## src/rtl/hazard_ctrl_pipe_if.sv

```systemverilog
// Bundle between the decoders/datapath and the hazard/pipeline-control unit.
// The decode-stage controls flow into the unit; stage controls, hazard and forwarding selects flow out.
interface hazard_ctrl_pipe_if #(
  parameter int unsigned CNT_W = 16
);
  logic             regwriteD, memtoregD, memwriteD, branchD, alusrcD, regdstD;
  logic [2:0]       alucontrolD;
  logic [4:0]       rsD, rtD, rdD;

  logic             stallF, stallD, flushE;
  logic             forwardAD, forwardBD;
  logic [1:0]       forwardAE, forwardBE;

  logic             regwriteE, memtoregE, memwriteE, alusrcE, regdstE;
  logic [2:0]       alucontrolE;
  logic [4:0]       rsE, rtE, rdE, writeregE;

  logic             regwriteM, memtoregM, memwriteM;
  logic [4:0]       writeregM;

  logic             regwriteW, memtoregW;
  logic [4:0]       writeregW;

  logic [CNT_W-1:0] stall_cnt;

  modport master (
    output regwriteD, memtoregD, memwriteD, branchD, alusrcD, regdstD,
    output alucontrolD, rsD, rtD, rdD,
    input  stallF, stallD, flushE, forwardAD, forwardBD, forwardAE, forwardBE,
    input  regwriteE, memtoregE, memwriteE, alusrcE, regdstE, alucontrolE,
    input  rsE, rtE, rdE, writeregE,
    input  regwriteM, memtoregM, memwriteM, writeregM,
    input  regwriteW, memtoregW, writeregW,
    input  stall_cnt
  );

  modport slave (
    input  regwriteD, memtoregD, memwriteD, branchD, alusrcD, regdstD,
    input  alucontrolD, rsD, rtD, rdD,
    output stallF, stallD, flushE, forwardAD, forwardBD, forwardAE, forwardBE,
    output regwriteE, memtoregE, memwriteE, alusrcE, regdstE, alucontrolE,
    output rsE, rtE, rdE, writeregE,
    output regwriteM, memtoregM, memwriteM, writeregM,
    output regwriteW, memtoregW, writeregW,
    output stall_cnt
  );
endinterface

```

## src/rtl/hazard_ctrl_pipe.sv

```systemverilog
// ID/EX, EX/MEM and MEM/WB control registers with load-use / branch hazard detection,
// forwarding selects and a saturating stall-cycle counter.
module hazard_ctrl_pipe #(
  parameter int unsigned CNT_W = 16
) (
  input logic               clk,
  input logic               resetn,
  hazard_ctrl_pipe_if.slave bus
);

  logic             regwrite_e_q, memtoreg_e_q, memwrite_e_q, alusrc_e_q, regdst_e_q;
  logic [2:0]       alucontrol_e_q;
  logic [4:0]       rs_e_q, rt_e_q, rd_e_q;
  logic             regwrite_m_q, memtoreg_m_q, memwrite_m_q;
  logic [4:0]       writereg_m_q;
  logic             regwrite_w_q, memtoreg_w_q;
  logic [4:0]       writereg_w_q;
  logic [CNT_W-1:0] stall_cnt_q;

  logic       lw_stall, br_stall, stall;
  logic [4:0] writereg_e;
  logic [1:0] fwd_ae, fwd_be;

  // $0 is hard-wired, so a pipeline index of 0 never produces a dependency.
  function automatic logic reg_match(input logic [4:0] pipe_idx, input logic [4:0] src_idx);
    return (pipe_idx != 5'd0) && (pipe_idx == src_idx);
  endfunction

  assign writereg_e = regdst_e_q ? rd_e_q : rt_e_q;

  always_comb begin
    lw_stall = memtoreg_e_q &
               (reg_match(rt_e_q, bus.rsD) | reg_match(rt_e_q, bus.rtD));
    br_stall = bus.branchD &
               ((regwrite_e_q &
                 (reg_match(writereg_e, bus.rsD) | reg_match(writereg_e, bus.rtD))) |
                (memtoreg_m_q &
                 (reg_match(writereg_m_q, bus.rsD) | reg_match(writereg_m_q, bus.rtD))));
    stall    = lw_stall | br_stall;
  end

  // MEM result is younger than WB, so it wins when both match.
  always_comb begin
    fwd_ae = 2'b00;
    if (regwrite_m_q && reg_match(writereg_m_q, rs_e_q)) begin
      fwd_ae = 2'b10;
    end else if (regwrite_w_q && reg_match(writereg_w_q, rs_e_q)) begin
      fwd_ae = 2'b01;
    end
    fwd_be = 2'b00;
    if (regwrite_m_q && reg_match(writereg_m_q, rt_e_q)) begin
      fwd_be = 2'b10;
    end else if (regwrite_w_q && reg_match(writereg_w_q, rt_e_q)) begin
      fwd_be = 2'b01;
    end
  end

  always_ff @(posedge clk or negedge resetn) begin
    if (!resetn) begin
      regwrite_e_q   <= 1'b0;
      memtoreg_e_q   <= 1'b0;
      memwrite_e_q   <= 1'b0;
      alusrc_e_q     <= 1'b0;
      regdst_e_q     <= 1'b0;
      alucontrol_e_q <= 3'd0;
      rs_e_q         <= 5'd0;
      rt_e_q         <= 5'd0;
      rd_e_q         <= 5'd0;
      regwrite_m_q   <= 1'b0;
      memtoreg_m_q   <= 1'b0;
      memwrite_m_q   <= 1'b0;
      writereg_m_q   <= 5'd0;
      regwrite_w_q   <= 1'b0;
      memtoreg_w_q   <= 1'b0;
      writereg_w_q   <= 5'd0;
      stall_cnt_q    <= '0;
    end else begin
      // A stall never holds ID/EX; it becomes a bubble while F/D keep their contents.
      if (stall) begin
        regwrite_e_q   <= 1'b0;
        memtoreg_e_q   <= 1'b0;
        memwrite_e_q   <= 1'b0;
        alusrc_e_q     <= 1'b0;
        regdst_e_q     <= 1'b0;
        alucontrol_e_q <= 3'd0;
        rs_e_q         <= 5'd0;
        rt_e_q         <= 5'd0;
        rd_e_q         <= 5'd0;
      end else begin
        regwrite_e_q   <= bus.regwriteD;
        memtoreg_e_q   <= bus.memtoregD;
        memwrite_e_q   <= bus.memwriteD;
        alusrc_e_q     <= bus.alusrcD;
        regdst_e_q     <= bus.regdstD;
        alucontrol_e_q <= bus.alucontrolD;
        rs_e_q         <= bus.rsD;
        rt_e_q         <= bus.rtD;
        rd_e_q         <= bus.rdD;
      end
      regwrite_m_q <= regwrite_e_q;
      memtoreg_m_q <= memtoreg_e_q;
      memwrite_m_q <= memwrite_e_q;
      writereg_m_q <= writereg_e;
      regwrite_w_q <= regwrite_m_q;
      memtoreg_w_q <= memtoreg_m_q;
      writereg_w_q <= writereg_m_q;
      if (stall && (stall_cnt_q != {CNT_W{1'b1}})) begin
        stall_cnt_q <= stall_cnt_q + 1'b1;
      end
    end
  end

  assign bus.stallF      = stall;
  assign bus.stallD      = stall;
  assign bus.flushE      = stall;
  assign bus.forwardAD   = regwrite_m_q & reg_match(writereg_m_q, bus.rsD);
  assign bus.forwardBD   = regwrite_m_q & reg_match(writereg_m_q, bus.rtD);
  assign bus.forwardAE   = fwd_ae;
  assign bus.forwardBE   = fwd_be;
  assign bus.regwriteE   = regwrite_e_q;
  assign bus.memtoregE   = memtoreg_e_q;
  assign bus.memwriteE   = memwrite_e_q;
  assign bus.alusrcE     = alusrc_e_q;
  assign bus.regdstE     = regdst_e_q;
  assign bus.alucontrolE = alucontrol_e_q;
  assign bus.rsE         = rs_e_q;
  assign bus.rtE         = rt_e_q;
  assign bus.rdE         = rd_e_q;
  assign bus.writeregE   = writereg_e;
  assign bus.regwriteM   = regwrite_m_q;
  assign bus.memtoregM   = memtoreg_m_q;
  assign bus.memwriteM   = memwrite_m_q;
  assign bus.writeregM   = writereg_m_q;
  assign bus.regwriteW   = regwrite_w_q;
  assign bus.memtoregW   = memtoreg_w_q;
  assign bus.writeregW   = writereg_w_q;
  assign bus.stall_cnt   = stall_cnt_q;

endmodule
```

## src/flat_wrapper.sv

```systemverilog
// flat-port wrapper written by rule: the top's interface ports become plain ports
module hazard_ctrl_pipe_flat 
#(
  parameter int unsigned CNT_W = 16
)
  (clk, resetn, bus_regwriteD, bus_memtoregD, bus_memwriteD, bus_branchD, bus_alusrcD, bus_regdstD, bus_alucontrolD, bus_rsD, bus_rtD, bus_rdD, bus_stallF, bus_stallD, bus_flushE, bus_forwardAD, bus_forwardBD, bus_forwardAE, bus_forwardBE, bus_regwriteE, bus_memtoregE, bus_memwriteE, bus_alusrcE, bus_regdstE, bus_alucontrolE, bus_rsE, bus_rtE, bus_rdE, bus_writeregE, bus_regwriteM, bus_memtoregM, bus_memwriteM, bus_writeregM, bus_regwriteW, bus_memtoregW, bus_writeregW, bus_stall_cnt);
  hazard_ctrl_pipe_if #(.CNT_W(CNT_W)) bus_i ();
  input logic clk;
  input logic resetn;
  input wire logic [$bits(bus_i.regwriteD)-1:0] bus_regwriteD;
  input wire logic [$bits(bus_i.memtoregD)-1:0] bus_memtoregD;
  input wire logic [$bits(bus_i.memwriteD)-1:0] bus_memwriteD;
  input wire logic [$bits(bus_i.branchD)-1:0] bus_branchD;
  input wire logic [$bits(bus_i.alusrcD)-1:0] bus_alusrcD;
  input wire logic [$bits(bus_i.regdstD)-1:0] bus_regdstD;
  input wire logic [$bits(bus_i.alucontrolD)-1:0] bus_alucontrolD;
  input wire logic [$bits(bus_i.rsD)-1:0] bus_rsD;
  input wire logic [$bits(bus_i.rtD)-1:0] bus_rtD;
  input wire logic [$bits(bus_i.rdD)-1:0] bus_rdD;
  output wire logic [$bits(bus_i.stallF)-1:0] bus_stallF;
  output wire logic [$bits(bus_i.stallD)-1:0] bus_stallD;
  output wire logic [$bits(bus_i.flushE)-1:0] bus_flushE;
  output wire logic [$bits(bus_i.forwardAD)-1:0] bus_forwardAD;
  output wire logic [$bits(bus_i.forwardBD)-1:0] bus_forwardBD;
  output wire logic [$bits(bus_i.forwardAE)-1:0] bus_forwardAE;
  output wire logic [$bits(bus_i.forwardBE)-1:0] bus_forwardBE;
  output wire logic [$bits(bus_i.regwriteE)-1:0] bus_regwriteE;
  output wire logic [$bits(bus_i.memtoregE)-1:0] bus_memtoregE;
  output wire logic [$bits(bus_i.memwriteE)-1:0] bus_memwriteE;
  output wire logic [$bits(bus_i.alusrcE)-1:0] bus_alusrcE;
  output wire logic [$bits(bus_i.regdstE)-1:0] bus_regdstE;
  output wire logic [$bits(bus_i.alucontrolE)-1:0] bus_alucontrolE;
  output wire logic [$bits(bus_i.rsE)-1:0] bus_rsE;
  output wire logic [$bits(bus_i.rtE)-1:0] bus_rtE;
  output wire logic [$bits(bus_i.rdE)-1:0] bus_rdE;
  output wire logic [$bits(bus_i.writeregE)-1:0] bus_writeregE;
  output wire logic [$bits(bus_i.regwriteM)-1:0] bus_regwriteM;
  output wire logic [$bits(bus_i.memtoregM)-1:0] bus_memtoregM;
  output wire logic [$bits(bus_i.memwriteM)-1:0] bus_memwriteM;
  output wire logic [$bits(bus_i.writeregM)-1:0] bus_writeregM;
  output wire logic [$bits(bus_i.regwriteW)-1:0] bus_regwriteW;
  output wire logic [$bits(bus_i.memtoregW)-1:0] bus_memtoregW;
  output wire logic [$bits(bus_i.writeregW)-1:0] bus_writeregW;
  output wire logic [$bits(bus_i.stall_cnt)-1:0] bus_stall_cnt;
  assign bus_i.regwriteD = bus_regwriteD;
  assign bus_i.memtoregD = bus_memtoregD;
  assign bus_i.memwriteD = bus_memwriteD;
  assign bus_i.branchD = bus_branchD;
  assign bus_i.alusrcD = bus_alusrcD;
  assign bus_i.regdstD = bus_regdstD;
  assign bus_i.alucontrolD = bus_alucontrolD;
  assign bus_i.rsD = bus_rsD;
  assign bus_i.rtD = bus_rtD;
  assign bus_i.rdD = bus_rdD;
  assign bus_stallF = bus_i.stallF;
  assign bus_stallD = bus_i.stallD;
  assign bus_flushE = bus_i.flushE;
  assign bus_forwardAD = bus_i.forwardAD;
  assign bus_forwardBD = bus_i.forwardBD;
  assign bus_forwardAE = bus_i.forwardAE;
  assign bus_forwardBE = bus_i.forwardBE;
  assign bus_regwriteE = bus_i.regwriteE;
  assign bus_memtoregE = bus_i.memtoregE;
  assign bus_memwriteE = bus_i.memwriteE;
  assign bus_alusrcE = bus_i.alusrcE;
  assign bus_regdstE = bus_i.regdstE;
  assign bus_alucontrolE = bus_i.alucontrolE;
  assign bus_rsE = bus_i.rsE;
  assign bus_rtE = bus_i.rtE;
  assign bus_rdE = bus_i.rdE;
  assign bus_writeregE = bus_i.writeregE;
  assign bus_regwriteM = bus_i.regwriteM;
  assign bus_memtoregM = bus_i.memtoregM;
  assign bus_memwriteM = bus_i.memwriteM;
  assign bus_writeregM = bus_i.writeregM;
  assign bus_regwriteW = bus_i.regwriteW;
  assign bus_memtoregW = bus_i.memtoregW;
  assign bus_writeregW = bus_i.writeregW;
  assign bus_stall_cnt = bus_i.stall_cnt;
  hazard_ctrl_pipe #(.CNT_W(CNT_W)) u_core (.clk(clk), .resetn(resetn), .bus(bus_i));
endmodule
```

## config.mk

```make
export PLATFORM = sky130hd
export DESIGN_NAME = hazard_ctrl_pipe_flat
export DESIGN_NICKNAME = d
export VERILOG_FILES = /design/src/rtl/hazard_ctrl_pipe_if.sv /design/src/rtl/hazard_ctrl_pipe.sv /design/src/flat_wrapper.sv
export SDC_FILE = /design/constraint.sdc
export NUM_CORES = 1
export LEC_CHECK = 0
export CORE_AREA = 2 2 77 97
export DETAILED_ROUTE_END_ITERATION = 7
export DIE_AREA = 0 0 79 99
export MAX_ROUTING_LAYER = met4
export PLACE_DENSITY = 0.71
export SLEW_MARGIN = 20
export SYNTH_ARGS = -nofsm -noshare
export SYNTH_HDL_FRONTEND = slang
export SYNTH_SLANG_ARGS = --single-unit
```

## constraint.sdc

```tcl
create_clock -name clk -period 2.98 [get_ports clk]
set_clock_uncertainty 0.2 [all_clocks]
set_input_delay 0.596 -clock clk [delete_from_list [all_inputs] [get_ports clk]]
set_output_delay 0.596 -clock clk [all_outputs]
set_load 0.02 [all_outputs]
```

==> results.toml <==
[run_status]
status = "complete, no violations"

[grt]
overflow = 0
grt_first_pass_wirelength_microns = 10600
grt_start_max_net_pins = 39
initial_antenna_violation_count = 0
via_count_of_the_first_global_routing_pass = 2175
gr-usage-all-layers = 0.179

[yosys]
yosysMostFrequentCell = "sky130_fd_sc_hd__dfrtp_1"
synth.distinct_cells = 36
muxShareOfSynthArea = 0.0302
netlist_instances = 242
yosys.area.top_type_share = 0.501
synth_seq_cells = 54
synth_top_family_by_area = "XOR/XNOR gates"
synth_area_in_xor_xnor = 0.214
synth-async-reset-ratio = 1.00
synth_warnings = 0
proportion_of_synthesized_chip_area_in_sequential_cells = 0.501
post_synth_and_or_nand_nor_area_fraction = 0.185
synth_flop_cell = "sky130_fd_sc_hd__dfrtp_1"
post_synth_main_area_contributors = "sky130_fd_sc_hd__dfrtp_1 50%, sky130_fd_sc_hd__xor2_1 12%, sky130_fd_sc_hd__xnor2_1 8.4%, sky130_fd_sc_hd__and2_1 5.6%, sky130_fd_sc_hd__nor3_1 2.2%"
syn-mean-instance-area_sq_um = 11.1
synth_commonest_cells = "54 x sky130_fd_sc_hd__dfrtp_1, 38 x sky130_fd_sc_hd__xor2_1, 26 x sky130_fd_sc_hd__xnor2_1"
synth_largest_area_cell = "sky130_fd_sc_hd__dfrtp_1"
synth_adder_area_share = 0.00464
synth_enable_flop_cells = 0
mappedNetlistNets = 269
synth_compound_area_frac = 0.0227
netlist_area_sq_mm = 0.00270

[pwr]
comb_power_share = 0.365
seqPwrFrac = 0.435
irDropWorstVdd_mv = 0.405
sw_pwr_uw = 727
power_report.internal_total_uw = 1390
power.clock.fraction = 0.200
leakagePower_uw = 0.00178
cellPowerDensity_mw_per_mm2 = 526
p_sw_frac = 0.344

[die]
die_w_microns = 79
rows = 34
floorplan.io_pins = 94
design.die.area_sq_mm = 0.00782
placeableCoreArea_sq_mm = 0.00689
die_height_microns = 99
floorplan.initialDensity = 0.391

[route]
drt_pre_antenna_iters = 4
dr_total_vias = 2109
drt-initial-drc-count = 80
drcViolationCount = 0
via_per_inst = 4.73
avgRoutedWirePerCell_microns = 14.8
number_of_nets_with_antenna_violations_after_detailed_routing = 0
routed_wl_microns = 6620

[finish]
fillers = 627
register_area_sq_mm = 0.00135
syn_to_final_growth_pct = 49.1
multi_input_comb_area_sq_mm = 0.00127
final_net_count = 382
final_area_sq_mm = 0.00402
antennaDiodeCount = 0
final_core_utilization = 0.583
post_route_cells_drive_above_1_share = 0.174
layoutNonFillerInstCount = 446

[sta]
worstMarginPinSlew_ns = 0.668
max-slew-margin-rel = 0.554
fin_crit_ns = 2.92
max_freq_ghz = 0.342
hold_slack_ns = 0.110
finalHoldViolations = 0
timing_max_transition_violations_final = 0
setup_viol = 0
final.period_utilization = 0.980
setup_repair_after_global_routing_missed_its_margin = "yes"

[critical_path]
cp_peak_stage_delay_ns = 0.44
cell_breakdown_of_the_critical_path = "clkdlybuf4s50_1, buf_4, xnor2_1, nor3_1, nand3_1, o31ai_4, a21oi_4, inv_2, buf_2"
cp_slowest_cell = "sky130_fd_sc_hd__clkdlybuf4s50_1"
required_ns = 2.18
critical-path-top-delay-family = "buffers and inverters"
critPathArrivalTime_ns = 2.12
critPathMaxFanout = 3
critPathLaunchType = "input pin"
worstPathBufferInverterCount = 4
setup.worst_path.class = "in2out"
crit_path_end_kind = "output port"

[clock_tree]
cts_max_level = 2
cts_post_setup_buffers_inserted = 0
cts.sinks = 54
cts_hold_repair.buffers = 0
worst_skew_pair.late_latency_ns = 0.31
cts_tree = "done"
clock_tree.buffer_depth = 2
tritoncts.num_buffers = 5
clkTransAtPathRegs_ns = 0.10
cts_root_buffer = "sky130_fd_sc_hd__clkbuf_8"

[hold_path]
hp_class = "in2async"

[flow_run]
maxCapViolCount = 0

[place]
io_buffers = 93
final_estimated_routing_congestion_in_global_placement = 0.823
place.detailed.hpwl_microns = 5150
post-place-cells = 438
postPlaceCellArea_sq_mm = 0.00390
cell type report:
| class | instances | share of cell area |
|---|---|---|
| flip-flops and latches | 54 | 0.336 |
| multi-input cells | 164 | 0.317 |
| repair buffers | 123 | 0.289 |
| well taps | 90 | 0.0280 |
| clock buffers | 5 | 0.0171 |
| inverters | 7 | 0.00654 |
| clock inverters | 3 | 0.00622 |
metal layers:
layer / routed length (microns) / GRT usage / share of wire
met2: 3600 / 0.323 / 0.54
met4: 102 / 0.0517 / 0.015
met1: 2610 / 0.199 / 0.39
met5: 0 / - / 0
met3: 318 / 0.0321 / 0.048
power by group through the flow:
| stage | sequential [uW] | clock, uW | combinational [uW] |
|---|---|---|---|
| finish | 919 | 423 | 772 |
| global route | 934 | 464 | 825 |
| CTS | 918 | 437 | 770 |
| detailed placement | 932 | 0 | 772 |
| global placement | 932 | 0 | 764 |
| floorplan | 1010 | 0 | 304 |
per-stage QoR:
stage | power [uW] | TNS [ns] | worst slack (ns)
6_report | 2110 | 0 | 0.0592
5_1_grt | 2220 | -0.00637 | -0.00459
4_1_cts | 2130 | -0.283 | -0.142
3_5_place_dp | 1700 | -2.45 | -0.456
3_3_place_gp | 1700 | -2.06 | -0.410
2_1_floorplan | 1320 | 0 | 0.00238
final timing paths:
kind                                 startpoint                  endpoint  slack [ns]  depth (start not counted)
setup / recovery                     bus_rtD[0]                bus_stallD        0.06                          9
hold / removal                           resetn      u_core.bus.regwriteM        0.11                          1
setup reg to reg             u_core.bus.regdstE  u_core.bus.stall_cnt[11]        0.26                         10
hold reg to reg            u_core.bus.memwriteE      u_core.bus.memwriteM        0.19                          0
max in group asynchronous                resetn         u_core.bus.rtE[0]        1.89                          2
min in group clk           u_core.bus.memwriteE      u_core.bus.memwriteM        0.19                          0
what timing repair did:
action	4_1_cts	5_1_grt
pin swaps	0	6
endpoints found under the setup margin	9	5
resized for setup	19	19
registers in the layout, summed over array words and instances, names as in the netlist, 3 cells and up:
| signal | cells |
|---|---|
| u_core.bus.writeregW | 5 |
| u_core.bus.rtE | 5 |
| u_core.bus.alucontrolE | 3 |
| u_core.bus.rsE | 5 |
| u_core.bus.writeregM | 5 |
| u_core.bus.rdE | 5 |
| u_core.bus.stall_cnt | 16 |
layout by cell type (no fill, tap or decap), types with 2 or more instances in the layout:
master / instances
sky130_fd_sc_hd__clkdlybuf4s50_1: 77
sky130_fd_sc_hd__dfrtp_1: 53
sky130_fd_sc_hd__xor2_1: 38
sky130_fd_sc_hd__buf_4: 28
sky130_fd_sc_hd__xnor2_1: 26
sky130_fd_sc_hd__and2_1: 24
sky130_fd_sc_hd__nor3_1: 10
sky130_fd_sc_hd__nand2_1: 10
sky130_fd_sc_hd__nand3_1: 8
sky130_fd_sc_hd__dlygate4sd2_1: 8
sky130_fd_sc_hd__inv_1: 6
sky130_fd_sc_hd__nor2_1: 5
sky130_fd_sc_hd__clkbuf_8: 5
sky130_fd_sc_hd__nor4_1: 4
sky130_fd_sc_hd__or4_1: 4
sky130_fd_sc_hd__mux2i_2: 3
sky130_fd_sc_hd__nand4_1: 3
sky130_fd_sc_hd__nor3_2: 3
sky130_fd_sc_hd__and3_1: 3
sky130_fd_sc_hd__nor3b_1: 3
sky130_fd_sc_hd__dlymetal6s2s_1: 3
sky130_fd_sc_hd__buf_2: 3
sky130_fd_sc_hd__o21ai_0: 2
sky130_fd_sc_hd__nor2b_1: 2
sky130_fd_sc_hd__buf_12: 2
cells by family after synthesis:
logic type               Yosys count
AND/OR/NAND/NOR                   84
XOR/XNOR                          65
flip-flops                        54
buffers and inverters             24
AO/OA/AOI/OAI                      8
multiplexers                       6
adder cells (fa/ha/maj)            1
Power figures use the tool's default switching activity.
